File: src/rtl/seq_divider_if.sv
// Handshake and data bundle for the sequential divider.
// The divider takes the slave modport and the requester takes the master modport.
interface seq_divider_if #(
  parameter int WIDTH = 8
);
  logic             start;
  logic             signed_op;
  logic [WIDTH-1:0] dividend;
  logic [WIDTH-1:0] divisor;
  logic [WIDTH-1:0] quot;
  logic [WIDTH-1:0] rem;
  logic             busy;
  logic             done;
  logic             div_zero;
  logic             ovf;

  modport master (
    output start, signed_op, dividend, divisor,
    input  quot, rem, busy, done, div_zero, ovf
  );

  modport slave (
    input  start, signed_op, dividend, divisor,
    output quot, rem, busy, done, div_zero, ovf
  );
endinterface

File: src/rtl/seq_divider.sv
// Multi-cycle radix-2 restoring divider with unsigned and two's-complement modes.
// It works on magnitudes and applies the signs in a single fix-up cycle.
module seq_divider #(
  parameter int WIDTH = 8
) (
  input  logic          clk,
  input  logic          reset,
  seq_divider_if.slave  bus
);
  localparam int CW = $clog2(WIDTH + 1);

  typedef enum logic [1:0] {
    ST_IDLE = 2'd0,
    ST_CALC = 2'd1,
    ST_FIX  = 2'd2,
    ST_DONE = 2'd3
  } state_t;

  state_t           state_r;
  state_t           state_next_s;

  logic [WIDTH-1:0] q_acc_r;
  logic [WIDTH-1:0] r_acc_r;
  logic [WIDTH-1:0] dvs_mag_r;
  logic [CW-1:0]    count_r;
  logic             sq_r;
  logic             sr_r;
  logic             ovf_pend_r;

  logic [WIDTH-1:0] quot_r;
  logic [WIDTH-1:0] rem_r;
  logic             busy_r;
  logic             done_r;
  logic             div_zero_r;
  logic             ovf_r;

  logic             div0_s;
  logic [WIDTH:0]   r_shift_s;
  logic [WIDTH:0]   trial_s;

  // The most negative value maps to 2^(WIDTH-1), which still fits unsigned.
  function automatic logic [WIDTH-1:0] mag_f(input logic [WIDTH-1:0] v, input logic sgn_en);
    logic [WIDTH-1:0] m;
    if (sgn_en && v[WIDTH-1]) begin
      m = -v;
    end else begin
      m = v;
    end
    return m;
  endfunction

  // Next-state decode and one restoring-step trial subtraction.
  always_comb begin
    state_next_s = state_r;
    div0_s       = (bus.divisor == {WIDTH{1'b0}});
    r_shift_s    = {r_acc_r, q_acc_r[WIDTH-1]};
    trial_s      = r_shift_s - {1'b0, dvs_mag_r};
    case (state_r)
      ST_IDLE: begin
        if (bus.start) begin
          if (div0_s) begin
            state_next_s = ST_DONE;
          end else begin
            state_next_s = ST_CALC;
          end
        end else begin
          state_next_s = ST_IDLE;
        end
      end
      ST_CALC: begin
        if (count_r == CW'(WIDTH - 1)) begin
          state_next_s = ST_FIX;
        end else begin
          state_next_s = ST_CALC;
        end
      end
      ST_FIX:  state_next_s = ST_DONE;
      ST_DONE: state_next_s = ST_IDLE;
      default: state_next_s = ST_IDLE;
    endcase
  end

  // State register plus busy/done strobes registered from the next state.
  always_ff @(posedge clk or negedge reset) begin
    if (!reset) begin
      state_r <= ST_IDLE;
      busy_r  <= 1'b0;
      done_r  <= 1'b0;
    end else begin
      state_r <= state_next_s;
      busy_r  <= (state_next_s == ST_CALC) || (state_next_s == ST_FIX);
      done_r  <= (state_next_s == ST_DONE);
    end
  end

  // Operand capture, iteration datapath and result registers.
  always_ff @(posedge clk or negedge reset) begin
    if (!reset) begin
      q_acc_r    <= {WIDTH{1'b0}};
      r_acc_r    <= {WIDTH{1'b0}};
      dvs_mag_r  <= {WIDTH{1'b0}};
      count_r    <= {CW{1'b0}};
      sq_r       <= 1'b0;
      sr_r       <= 1'b0;
      ovf_pend_r <= 1'b0;
      quot_r     <= {WIDTH{1'b0}};
      rem_r      <= {WIDTH{1'b0}};
      div_zero_r <= 1'b0;
      ovf_r      <= 1'b0;
    end else begin
      case (state_r)
        ST_IDLE: begin
          if (bus.start) begin
            if (div0_s) begin
              quot_r     <= {WIDTH{1'b1}};
              rem_r      <= bus.dividend;
              div_zero_r <= 1'b1;
              ovf_r      <= 1'b0;
            end else begin
              q_acc_r    <= mag_f(bus.dividend, bus.signed_op);
              dvs_mag_r  <= mag_f(bus.divisor, bus.signed_op);
              r_acc_r    <= {WIDTH{1'b0}};
              count_r    <= {CW{1'b0}};
              sq_r       <= bus.signed_op & (bus.dividend[WIDTH-1] ^ bus.divisor[WIDTH-1]);
              sr_r       <= bus.signed_op & bus.dividend[WIDTH-1];
              ovf_pend_r <= bus.signed_op
                            && (bus.dividend == {1'b1, {(WIDTH-1){1'b0}}})
                            && (bus.divisor == {WIDTH{1'b1}});
            end
          end
        end
        ST_CALC: begin
          // Remainder after a successful trial is below the divisor, so WIDTH bits suffice.
          if (!trial_s[WIDTH]) begin
            r_acc_r <= trial_s[WIDTH-1:0];
            q_acc_r <= {q_acc_r[WIDTH-2:0], 1'b1};
          end else begin
            r_acc_r <= r_shift_s[WIDTH-1:0];
            q_acc_r <= {q_acc_r[WIDTH-2:0], 1'b0};
          end
          count_r <= count_r + CW'(1);
        end
        ST_FIX: begin
          quot_r     <= sq_r ? -q_acc_r : q_acc_r;
          rem_r      <= sr_r ? -r_acc_r : r_acc_r;
          div_zero_r <= 1'b0;
          ovf_r      <= ovf_pend_r;
        end
        ST_DONE: begin
          quot_r <= quot_r;
        end
        default: begin
          quot_r <= quot_r;
        end
      endcase
    end
  end

  assign bus.quot     = quot_r;
  assign bus.rem      = rem_r;
  assign bus.busy     = busy_r;
  assign bus.done     = done_r;
  assign bus.div_zero = div_zero_r;
  assign bus.ovf      = ovf_r;

endmodule

File: src/flat_wrapper.sv
// flat-port wrapper written by rule: the top's interface ports become plain ports
module seq_divider_flat 
#(
  parameter int WIDTH = 8
)
  (clk, reset, bus_start, bus_signed_op, bus_dividend, bus_divisor, bus_quot, bus_rem, bus_busy, bus_done, bus_div_zero, bus_ovf);
  seq_divider_if #(.WIDTH(WIDTH)) bus_i ();
  input  logic clk;
  input  logic reset;
  input wire logic [$bits(bus_i.start)-1:0] bus_start;
  input wire logic [$bits(bus_i.signed_op)-1:0] bus_signed_op;
  input wire logic [$bits(bus_i.dividend)-1:0] bus_dividend;
  input wire logic [$bits(bus_i.divisor)-1:0] bus_divisor;
  output wire logic [$bits(bus_i.quot)-1:0] bus_quot;
  output wire logic [$bits(bus_i.rem)-1:0] bus_rem;
  output wire logic [$bits(bus_i.busy)-1:0] bus_busy;
  output wire logic [$bits(bus_i.done)-1:0] bus_done;
  output wire logic [$bits(bus_i.div_zero)-1:0] bus_div_zero;
  output wire logic [$bits(bus_i.ovf)-1:0] bus_ovf;
  assign bus_i.start = bus_start;
  assign bus_i.signed_op = bus_signed_op;
  assign bus_i.dividend = bus_dividend;
  assign bus_i.divisor = bus_divisor;
  assign bus_quot = bus_i.quot;
  assign bus_rem = bus_i.rem;
  assign bus_busy = bus_i.busy;
  assign bus_done = bus_i.done;
  assign bus_div_zero = bus_i.div_zero;
  assign bus_ovf = bus_i.ovf;
  seq_divider #(.WIDTH(WIDTH)) u_core (.clk(clk), .reset(reset), .bus(bus_i));
endmodule
File: config.mk
export PLATFORM = sky130hd
export DESIGN_NAME = seq_divider_flat
export DESIGN_NICKNAME = d
export VERILOG_FILES = /design/src/rtl/seq_divider_if.sv /design/src/rtl/seq_divider.sv /design/src/flat_wrapper.sv
export SDC_FILE = /design/constraint.sdc
export NUM_CORES = 1
export LEC_CHECK = 0
export ABC_AREA = 1
export BUFFER_PORTS_ARGS = -buffer_cell sky130_fd_sc_hd__buf_2
export CELL_PAD_IN_SITES_DETAIL_PLACEMENT = 1
export CELL_PAD_IN_SITES_GLOBAL_PLACEMENT = 1
export CORE_MARGIN = 10
export CORE_UTILIZATION = 25
export CTS_BUF_LIST = sky130_fd_sc_hd__clkbuf_4 sky130_fd_sc_hd__clkbuf_8
export DETAILED_ROUTE_END_ITERATION = 10
export GPL_ROUTABILITY_DRIVEN = 0
export PLACE_DENSITY_LB_ADDON = 0.08
export SKIP_LAST_GASP = 1
export SLEW_MARGIN = 30
export SYNTH_ARGS = -nofsm -noshare
export SYNTH_HDL_FRONTEND = slang
export SYNTH_SLANG_ARGS = --single-unit
File: constraint.sdc
create_clock -name clk -period 2.4 [get_ports clk]
set_input_delay 0 -clock clk [delete_from_list [all_inputs] [get_ports clk]]
set_output_delay 0 -clock clk [all_outputs]
set_load 0.05 [all_outputs]
==> results.py <==
metrics = {
    "outcome": {
        "status": "finished clean",
    },
    "layout": {
        "diodes": 0,
        "post-route-util_pct": 29.3,
        "n_fill_cell": 1771,
        "final_area_um2": 4070,
        "syn2layout_area_growth_pct": 15.2,
        "drive_gt1_share_pct": 16.3,
        "final_net_count": 568,
    },
    "detailed_routing": {
        "route.vias.total": 3250,
        "drc_errors": 0,
        "wl_per_cell_um": 15.5,
        "vias_per_cell": 4.56,
        "drt_iter0_drc": 121,
        "antenna_left": 0,
        "dr.pass1.iters": 4,
        "routed_wl_um": 11100,
    },
    "floorplan": {
        "fp.dieW_um": 139,
        "die_area_um2": 19300,
        "start_util_pct": 25.4,
        "fp-row-count": 43,
        "die_h_um": 139,
        "io_pins": 40,
        "core_um2": 13900,
    },
    "power": {
        "power_density_nw_per_um2": 1450,
        "p_total_mw": 5.88,
        "vdd_drop_max_mv": 0.429,
        "p_leak_nw": 2.02,
    },
    "sta": {
        "rsz0062_at_grt": "no",
        "maxSlewViolCount": 0,
        "relSlewSlack_pct": 51.1,
        "fin_worst_skew_ns": 0.0109,
        "fin_ws_ns": 0.286,
        "setup_tns_ns": 0,
        "post-route-min-period_ns": 2.11,
        "hold_viol": 0,
        "period_share_pct": 88.1,
        "setup_viol": 0,
        "worst_slew_pin_slew_ns": 0.734,
        "max_freq_ghz": 0.473,
    },
    "job": {
        "maxCapViolations": 0,
    },
    "setup_path": {
        "crit_fanout": 9,
        "cp_data_arrival_time_ns": 2.35,
        "start_kind": "flip-flop",
        "cp-end-kind": "flip-flop",
        "required_ns": 2.64,
        "crit_type": "reg2reg",
    },
    "global_routing": {
        "antenna_found_initial": 0,
        "overflow": 0,
        "grt_max_degree": 54,
        "track_usage_pct": 11.6,
        "grt_pass1_vias": 3472,
        "grt_pass1_wl_um": 18300,
    },
    "logic_synthesis": {
        "synthArstFlopShare_pct": 100,
        "synthTopCellsByCount": "138 x nand2_1, 60 x inv_1, 53 x dfrtp_1, 53 x nand3_1, 43 x nor2_1",
        "avgSynthCellArea_um2": 7.28,
        "syn-num-nets": 521,
        "syn_area_um2": 3530,
        "yosysMostFrequentCell": "nand2_1",
        "synth_edf_count": 0,
        "yosysWarningCount": 0,
        "yosys-top-cells-area": "dfrtp_1 38%, nand2_1 15%, nand3_1 7.5%",
        "yosysUniqueCellTypes": 32,
        "synth_top_area_share_pct": 37.6,
        "synth_ff_type": "dfrtp_1",
        "synth.largest_area_cell": "dfrtp_1",
        "ys_seq_area_share_pct": 37.6,
        "synthCells": 485,
        "ys_ff_latch": 53,
    },
    "place": {
        "placed_cell_area_um2": 3880,
        "port_buffers": 39,
        "pre_cts_slack_ns": 0.289,
        "hpwl_um": 8750,
    },
    "cts": {
        "clock_latency_ns": 0.34,
        "clock-root-buffer": "clkbuf_8",
        "tritoncts": "done",
        "clkTransAtPathRegs_ns": 0.10,
        "cts-buffers-inserted": 5,
        "cts_buffer_depth": 2,
        "clock_sinks": 53,
        "postCtsSetupBuffers": 0,
        "cts_max_level": 2,
        "ctsResizeCount": 0,
    },
    "worst_hold_path": {
        "hold_path.class": "in2reg",
    },
}
[registers in the layout, summed over array words and instances (netlist names)]
| name | count |
|---|---|
| u_core.count_r | 4 |
| u_core.q_acc_r | 8 |
| u_core.dvs_mag_r | 8 |
| u_core.bus.ovf | 1 |
| u_core.bus.quot | 8 |
| u_core.ovf_pend_r | 1 |
| u_core.state_r | 2 |
| u_core.bus.done | 1 |
| u_core.bus.div_zero | 1 |
| u_core.bus.rem | 8 |
| u_core.sq_r | 1 |
| u_core.sr_r | 1 |
| u_core.bus.busy | 1 |
| u_core.r_acc_r | 8 |
[routing by layer]
| metal | up-vias | track usage (%) | part of all wire [%] |
|---|---|---|---|
| met5 | - | 0 | 0 |
| met4 | 0 | 2.31 | 1.1 |
| met3 | 9 | 3.12 | 3.3 |
| met2 | 40 | 18.4 | 45 |
| met1 | 1570 | 15.5 | 50 |
| li1 | 1631 | - | - |
[critical path: stages (launching register included)]
cell and delay (ns):
dfrtp_1 0.41, inv_1 0.12, ha_1 0.16, inv_1 0.07
fa_1 0.40, nand2_1 0.08, nand2_1 0.10, nand3_2 0.12
nand3_2 0.21, nand2_4 0.17, nand2_1 0.06, nand3_1 0.07
nand2_1 0.05
[stage by stage]
step | std cells | hold WS, ns
global route | 713 | 0.0165
floorplan | 485 | -0.296
global placement | 696 | 0.204
CTS | 713 | 0.00512
detailed placement | 696 | 0.208
finish | 713 | 0.0162
[placed cells by master (no fill, tap or decap)]
cell,synthesis,final
nor2_1,43,43
o211ai_1,5,5
xor2_1,10,10
clkbuf_8,0,5
dlygate4sd3_1,0,9
o22ai_1,1,1
dfrtp_1,53,53
buf_4,3,2
inv_4,3,3
nor2_4,4,4
ha_1,15,15
fa_1,1,1
nor3_1,1,1
nand3b_1,4,4
buf_2,2,39
or3_1,1,1
nor2_2,4,4
nand4_1,7,7
inv_2,5,5
o21ai_2,7,7
nand2_1,138,138
nand3_2,2,2
nand2_4,5,5
clkbuf_4,0,1
inv_1,60,60
a21oi_2,1,1
o21ai_1,6,6
clkinvlp_4,0,2
nand3_1,53,53
or2_1,1,1
nand2_2,7,7
o21ai_0,21,21
a21oi_1,16,16
xnor2_1,1,1
[where the power goes]
group	leakage, nW	switching (mW)	total, mW	internal (mW)
Clock	0.0408	0.348	0.566	0.218
Sequential	0.650	0.349	1.63	1.29
Combinational	1.33	2.54	3.67	1.13
Total	2.02	3.24	5.88	2.64
[final timing paths]
kind | from | endpoint | slack (ns) | cells after the start
worst min-delay path | bus_dividend[3] | u_core.bus.rem[3]$_DFFE_PN0P_ | 0.02 | 3
worst max-delay path | u_core.q_acc_r[7]$_DFFE_PN0P_ | u_core.r_acc_r[5]$_DFFE_PN0P_ | 0.29 | 12
max in group asynchronous | reset | u_core.bus.busy$_DFF_PN0_ | 1.59 | 3
min in group asynchronous | reset | u_core.r_acc_r[6]$_DFFE_PN0P_ | 0.34 | 3
worst min register to register | u_core.bus.rem[6]$_DFFE_PN0P_ | u_core.bus.rem[6]$_DFFE_PN0P_ | 0.48 | 2
worst max register to register | u_core.q_acc_r[7]$_DFFE_PN0P_ | u_core.r_acc_r[5]$_DFFE_PN0P_ | 0.29 | 12
[kinds of logic (layout without fill, tap and decap cells)]
group | count (synthesis) | after routing | synth area share (%)
simple gates | 270 | 270 | 34.7
fa+ha+maj | 16 | 16 | 5.88
compound gates | 57 | 57 | 9.32
buf+inv | 78 | 126 | 9.75
xor+xnor | 11 | 11 | 2.73
flops | 53 | 53 | 37.6
[what timing repair did]
action,4_1_cts,5_1_grt
setup endpoints to repair,0,0
hold endpoints to repair,61,0
hold buffers,9,0
[area by class of cell]
class | count | area [um2] | share of cell area, %
multi-input cells | 354 | 1860 | 45.7
flip-flops and latches | 53 | 1330 | 32.6
repair buffers | 50 | 300 | 7.39
inverters | 68 | 263 | 6.46
well taps | 180 | 225 | 5.54
clock buffers | 6 | 76.3 | 1.88
clock inverters | 2 | 15.0 | 0.369
No activity file was read; power rests on OpenSTA's default activity.
